===== src/rtl/weight_packer.sv =====
// weight_packer: gathers a byte-wide weight stream into LANES-wide words and
// writes them into the weight_router SRAM. Writes start at a programmable base
// address. A partial final word is zero-padded. A one-cycle done pulse follows
// the last write.
module weight_packer #(
  parameter int DATA_WIDTH  = 8,
  parameter int LANES       = 8,
  parameter int ADDR_WIDTH  = 8,
  parameter int COUNT_WIDTH = 12
) (
  input  logic                        i_clk,
  input  logic                        i_rst,
  input  logic                        i_clear,
  input  logic                        i_start,
  input  logic [ADDR_WIDTH-1:0]       i_base_addr,
  input  logic [COUNT_WIDTH-1:0]      i_count,
  input  logic [DATA_WIDTH-1:0]       i_data,
  input  logic                        i_valid,
  output logic                        o_ready,
  output logic                        o_sram_write_en,
  output logic [ADDR_WIDTH-1:0]       o_sram_write_addr,
  output logic [DATA_WIDTH*LANES-1:0] o_sram_data,
  output logic                        o_busy,
  output logic                        o_done
);

  localparam int WORD_W = DATA_WIDTH * LANES;
  localparam int LANE_W = (LANES > 1) ? $clog2(LANES) : 1;

  typedef enum logic [1:0] {
    S_IDLE,
    S_PACK,
    S_FLUSH,
    S_DONE
  } state_t;

  state_t                 state, state_nxt;
  logic [LANE_W-1:0]      lane;
  logic [COUNT_WIDTH-1:0] remaining;
  logic [ADDR_WIDTH-1:0]  addr;
  logic [WORD_W-1:0]      pack_buf;

  logic                   accept;
  logic                   word_full;
  logic                   last_byte;
  logic [WORD_W-1:0]      merged;

  // A byte is consumed only while packing; o_ready is a pure function of state.
  assign accept    = (state == S_PACK) && i_valid;
  assign last_byte = (remaining == COUNT_WIDTH'(1));
  assign word_full = (lane == LANE_W'(LANES - 1)) || last_byte;

  // Current buffer with the incoming byte dropped into its lane; unfilled lanes stay 0.
  always_comb begin
    merged = pack_buf;
    merged[int'(lane) * DATA_WIDTH +: DATA_WIDTH] = i_data;
  end

  // State register.
  always_ff @(posedge i_clk or posedge i_rst) begin
    if (i_rst) state <= S_IDLE;
    else       state <= state_nxt;
  end

  // Next-state and status outputs; clear overrides every transition.
  always_comb begin
    state_nxt = state;
    o_ready   = 1'b0;
    o_busy    = 1'b0;
    o_done    = 1'b0;
    case (state)
      S_IDLE: begin
        if (i_start) state_nxt = (i_count != '0) ? S_PACK : S_DONE;
      end
      S_PACK: begin
        o_ready = 1'b1;
        o_busy  = 1'b1;
        if (accept && last_byte) state_nxt = S_FLUSH;
      end
      S_FLUSH: begin
        o_busy    = 1'b1;
        state_nxt = S_DONE;
      end
      S_DONE: begin
        o_done    = 1'b1;
        state_nxt = S_IDLE;
      end
      default: state_nxt = S_IDLE;
    endcase
    if (i_clear) state_nxt = S_IDLE;
  end

  // Packing datapath and registered SRAM write port; strobe, address and data are 0 except in a write cycle.
  always_ff @(posedge i_clk or posedge i_rst) begin
    if (i_rst) begin
      lane              <= '0;
      remaining         <= '0;
      addr              <= '0;
      pack_buf          <= '0;
      o_sram_write_en   <= 1'b0;
      o_sram_write_addr <= '0;
      o_sram_data       <= '0;
    end else if (i_clear) begin
      lane              <= '0;
      remaining         <= '0;
      addr              <= '0;
      pack_buf          <= '0;
      o_sram_write_en   <= 1'b0;
      o_sram_write_addr <= '0;
      o_sram_data       <= '0;
    end else begin
      o_sram_write_en   <= 1'b0;
      o_sram_write_addr <= '0;
      o_sram_data       <= '0;
      if (state == S_IDLE && i_start) begin
        addr      <= i_base_addr;
        remaining <= i_count;
        lane      <= '0;
        pack_buf  <= '0;
      end else if (accept) begin
        remaining <= remaining - COUNT_WIDTH'(1);
        if (word_full) begin
          o_sram_write_en   <= 1'b1;
          o_sram_write_addr <= addr;
          o_sram_data       <= merged;
          addr              <= addr + ADDR_WIDTH'(1);
          lane              <= '0;
          pack_buf          <= '0;
        end else begin
          lane     <= lane + LANE_W'(1);
          pack_buf <= merged;
        end
      end
    end
  end

endmodule

===== config.mk =====
export PLATFORM = sky130hd
export DESIGN_NAME = weight_packer
export DESIGN_NICKNAME = d
export VERILOG_FILES = /design/src/rtl/weight_packer.sv
export SDC_FILE = /design/constraint.sdc
export NUM_CORES = 1
export LEC_CHECK = 0
export CAP_MARGIN = 40
export CORE_MARGIN = 2
export CORE_UTILIZATION = 45
export DETAILED_ROUTE_END_ITERATION = 8
export PLACE_DENSITY = 0.75
export SLEW_MARGIN = 30
export SYNTH_ARGS = -nofsm -noshare
export SYNTH_HDL_FRONTEND = slang
export SYNTH_SLANG_ARGS = --single-unit
export TNS_END_PERCENT = 10

===== constraint.sdc =====
create_clock -name i_clk -period 7.6 [get_ports i_clk]
set_input_delay 1.52 -clock i_clk [delete_from_list [all_inputs] [get_ports i_clk]]
set_output_delay 1.52 -clock i_clk [all_outputs]
set_load 0.02 [all_outputs]

## Word-level counts from Yosys, hierarchy flattened

Index checks and enable logic that the tools add are counted.

- Register bits after elaboration: 162
- Input port bits: 33
- Output and inout port bits: 76
- Logic and storage cells: 68

- $add $sub $neg: 4
- Equal/unequal tests: 7
- Shift-type cells: 2
- Muxes and demuxes: 36
- Reduce and logical (&&, ||, !) cells: 11

Operators by type and width:

| cell | count |
|---|---|
| 2-to-1 mux 64 bit | 8 |
| bitwise mux 64 bit | 1 |
| 2-to-1 mux 8 bit | 8 |
| variable shift 8 x 33 -> 64 bit (first input constant) | 1 |
| indexed part select 8 x 33 -> 64 bit | 1 |
| 2-to-1 mux 12 bit | 3 |
| negation 6 -> 33 bit | 1 |
| == test 12 x 1 -> 1 bit (second input constant) | 1 |
| 2-to-1 mux 3 bit | 4 |
| nonzero test 12 bit | 1 |
| subtractor 12 x 1 -> 12 bit (second input constant) | 1 |
| adder 8 x 1 -> 8 bit (second input constant) | 1 |
| 2-to-1 mux 2 bit | 4 |
| one-hot mux 2 bit (4 select lines) | 1 |
| 2-to-1 mux 1 bit | 7 |
| nonzero test 3 bit | 2 |
| == test 2 bit (second input constant) | 2 |
| AND reduction 2 bit | 2 |
| adder 3 x 1 -> 3 bit (second input constant) | 1 |
| == test 3 bit (second input constant) | 1 |
| logical AND 1 bit | 3 |
| != test 3 x 2 -> 1 bit (second input constant) | 1 |
| != test 3 bit (second input constant) | 1 |
| == test 2 x 1 -> 1 bit (second input constant) | 1 |
| 3 further kinds | 3 |

## Depth between registers and ports, before layout

- Word-level depth: 7
- Gate-level depth with buffers: 11
- Gate-level depth less buffers: 7

## Least setup slack after synthesis

OpenSTA, ideal clock, no wires.

- Path kind: input to register
- Start: input port i_clear
- End: register pack_buf[32]
- Setup time: 0.067 ns
- Data arrival time: 2.909 ns
- Required time: 7.533 ns
- Path slack: 4.624 ns
- Stages: 6
- Path buffers: 2
- Cells stage by stage: clkbuf_1 -> a21oi_2 -> nand2_1 -> buf_2 -> o31ai_2 -> a22o_1

- Cells in the longest elaborated chain, start to end: 1
- Elaborated cells between the ends (all ways): 2
- Those cells by class: mux (1); reduce/logical (1)

Ends and longest elaborated chain:

| what | RTL line | RTL |
|---|---|---|
| start: declaration | 13 | `input logic i_clear,` |
| nonzero test 3 bit (no source line) / 2-to-1 mux 64 bit (equally long branches) | -- |  |
| end signal: assignment | 131 | `pack_buf <= merged;` |
| end: declaration | 41 | `logic [WORD_W-1:0] pack_buf;` |

Parallel ways exist; a longest one is shown, timed or not.
A chain may end at the register's enable or synchronous reset.

## Worst setup path in the final report

- Start: input port i_clear
- End: register pack_buf[14]

Same word-level chain as after synthesis.

==> impl_metrics.env <==
export IMPL_power_leakage_uw=0.00364
export IMPL_drt_iter0_drc=595
export IMPL_syn_area_um2=7050
export IMPL_clock_sinks=162
export IMPL_crit_required_ns=7.96
export IMPL_grt_overflow=0
export IMPL_clk_pin_slew_ns=0.06
export IMPL_powerDensity_nw_per_um2=237
export IMPL_cts_buffer_depth=2
export IMPL_io_pins=109
export IMPL_synth_edff_count=0
export IMPL_grt_max_degree=88
export IMPL_worstPathMaxFanout=18
export IMPL_ys_warn_count=0
export IMPL_startpoint_type="input port"
export IMPL_end_kind="flip-flop"
export IMPL_totalWireLength_um=18000
export IMPL_netlist_area_leader_share=0.575
export IMPL_period_share=0.506
export IMPL_holdCritPathClass="reg2reg"
export IMPL_seq_area_um2=4050
export IMPL_antenna_found_initial=0
export IMPL_max_slew_margin_rel=0.450
export IMPL_yosys_top_cells_count="162 x dfrtp_1, 111 x nand2_1, 58 x a21oi_1"
export IMPL_cap_violations=0
export IMPL_grt_setup_unrepaired="false"
export IMPL_clock_root_buffer="clkbuf_16"
export IMPL_ys_ff_latch=162
export IMPL_die_h_um=129
export IMPL_place_hpwl_um=11800
export IMPL_cts_setup_buffers=0
export IMPL_diodes=0
export IMPL_async_flop_share=1.00
export IMPL_grt_pass1_vias=5587
export IMPL_critical_path_top_delay_family="compound AO/OA/AOI/OAI gates"
export IMPL_ant_nets=0
export IMPL_synth_main_ff_cell="dfrtp_1"
export IMPL_slew_violations=0
export IMPL_vias=5654
export IMPL_track_usage=0.221
export IMPL_synth_top_area_cell="dfrtp_1"
export IMPL_cp_arrival_ns=4.20
export IMPL_crit_path_cell_trace="clkdlybuf4s50_1, a21oi_2, nand2_1, o31ai_2, a22o_1"
export IMPL_max_freq_ghz=0.260
export IMPL_worst_pin_slew_ns=0.822
export IMPL_multi_input_area_um2=2750
export IMPL_outcome="completed"
export IMPL_syn_inst=659
export IMPL_wl_per_cell_um=18.5
export IMPL_crit_type="in2reg"
export IMPL_slowest_stage="clkdlybuf4s50_1"
export IMPL_worstSkewPairLatency_ns=0.43
export IMPL_final_cells=976
export IMPL_firstDrtPassIters=5
export IMPL_yosysUniqueCellTypes=52
export IMPL_skew_ns=0.00765
export IMPL_ys_seq_area_frac=0.575
export IMPL_setup_violations_final=0
export IMPL_final_util=0.583
export IMPL_drc=0
export IMPL_cts_buffers=17
export IMPL_fp_row_count=45
export IMPL_fin_ws_ns=3.76
export IMPL_dpl_worst_slack_ns=3.41
export IMPL_syn_num_nets=704
export IMPL_grt_pass1_wl_um=28400
export IMPL_peakVddDrop_mv=0.159
export IMPL_die_width_um=129
export IMPL_synth_area_per_cell_um2=10.7
export IMPL_critPathBufInv=1
export IMPL_coreArea_um2=15300
export IMPL_final_hold_viol_count=0
export IMPL_n_fill_cell=1200
export IMPL_routed_via_density=5.79
export IMPL_yosysMostFrequentCell="dfrtp_1"
export IMPL_gp_congestion=0.920
export IMPL_drive_above_1_share=0.0771
export IMPL_dieArea_um2=16700
export IMPL_yosys_top_cells_area="dfrtp_1 57%, a22o_1 6.2%, nand2_1 5.9%, a21oi_1 4.1%, nand3_1 2.6%"
export IMPL_h_tree_depth=4
export IMPL_post_cts_resized=0
export IMPL_area_delta_synth_final_pct=26.2
export IMPL_dp_cells=942
export IMPL_floorplan_initialDensity=0.462
export IMPL_fin_nets=797
export IMPL_final_min_clock_period_ns=3.84
export IMPL_cts_tree="yes"
export IMPL_slowest_delay_ns=0.77
export IMPL_finalSetupTns_ns=0
export IMPL_portBuffers=108
export IMPL_ctsHoldBuffers=0
[stage by stage]
stage	hold slack, ns	total power [uW]	area [um2]
2_1_floorplan	0.456	1150	7050
5_1_grt	0.512	2180	8900
3_5_place_dp	0.476	1250	8250
3_3_place_gp	0.472	1220	8210
4_1_cts	0.491	2110	8860
6_report	0.489	2110	8900
[cell usage in the layout, fill, tap and decap left out, drive strengths merged, types with 6 or more instances in the layout]
cell	n
clkbuf	21
nor4	7
a21oi	59
a211oi	7
and2	9
nand3	36
dfrtp	162
nor3	9
inv	13
o31ai	11
a311oi	6
nor2	32
clkdlybuf4s50	108
a22o	50
mux2i	8
buf	8
o21ai	16
nand2	111
ha	12
a31oi	8
nand4	7
o2bb2ai	16
[per-layer routing]
metal	vias to the layer above	share of wire	GRT usage
met2	244	0.51	0.366
met5	-	0	0
li1	2568	-	-
met4	0	0.023	0.0959
met3	35	0.058	0.0429
met1	2807	0.41	0.286
[worst reg2reg max path, delay by kind of cell, from the launching register on]
kind                     cells  cell delay [ns]
AO/OA/AOI/OAI                1             0.24
buffers and inverters        1             0.13
adder cells (fa/ha/maj)      2             0.66
flip-flops                   1             0.62
AND/OR/NAND/NOR              3             1.13
[cells by family (layout without fill, tap and decap cells)]
group	Yosys count	after routing	synth area share
XOR/XNOR	6	6	0.00745
multiplexers	8	8	0.0114
AND/OR/NAND/NOR	237	237	0.162
adder cells (fa/ha/maj)	12	12	0.0213
AO/OA/AOI/OAI	181	181	0.185
buffers and inverters	53	159	0.0374
flip-flops	162	162	0.575
[power breakdown]
part / total [uW] / switching [uW] / internal (uW)
registers: 930 / 39.5 / 890
logic: 310 / 205 / 106
clock network: 870 / 342 / 528
[flip-flops by register name (all words and copies together) (netlist names)]
signal	count
lane	3
pack_buf	64
o_sram_write_en	1
remaining	12
state	2
addr	8
o_sram_write_addr	8
o_sram_data	64
[cell type report]
type                    count  area share
clock buffers              21      0.0506
inverters                  11     0.00520
clock inverters            11      0.0173
multi-input cells         444       0.309
well taps                 211      0.0297
repair buffers            116       0.133
flip-flops and latches    162       0.456
[worst paths after layout]
| path | startpoint | slack [ns] | end | cells past startpoint |
|---|---|---|---|---|
| setup / recovery | i_clear | 3.76 | pack_buf[14] | 5 |
| hold / removal | pack_buf[9] | 0.49 | pack_buf[9] | 1 |
| setup reg to reg | lane[0] | 4.74 | pack_buf[44] | 7 |
| hold reg to reg | pack_buf[9] | 0.49 | pack_buf[9] | 1 |
| max in group asynchronous | i_rst | 5.03 | o_sram_data[47] | 4 |
| min in group asynchronous | i_rst | 1.57 | o_sram_write_en | 2 |
No activity file was read; power rests on OpenSTA's default activity.
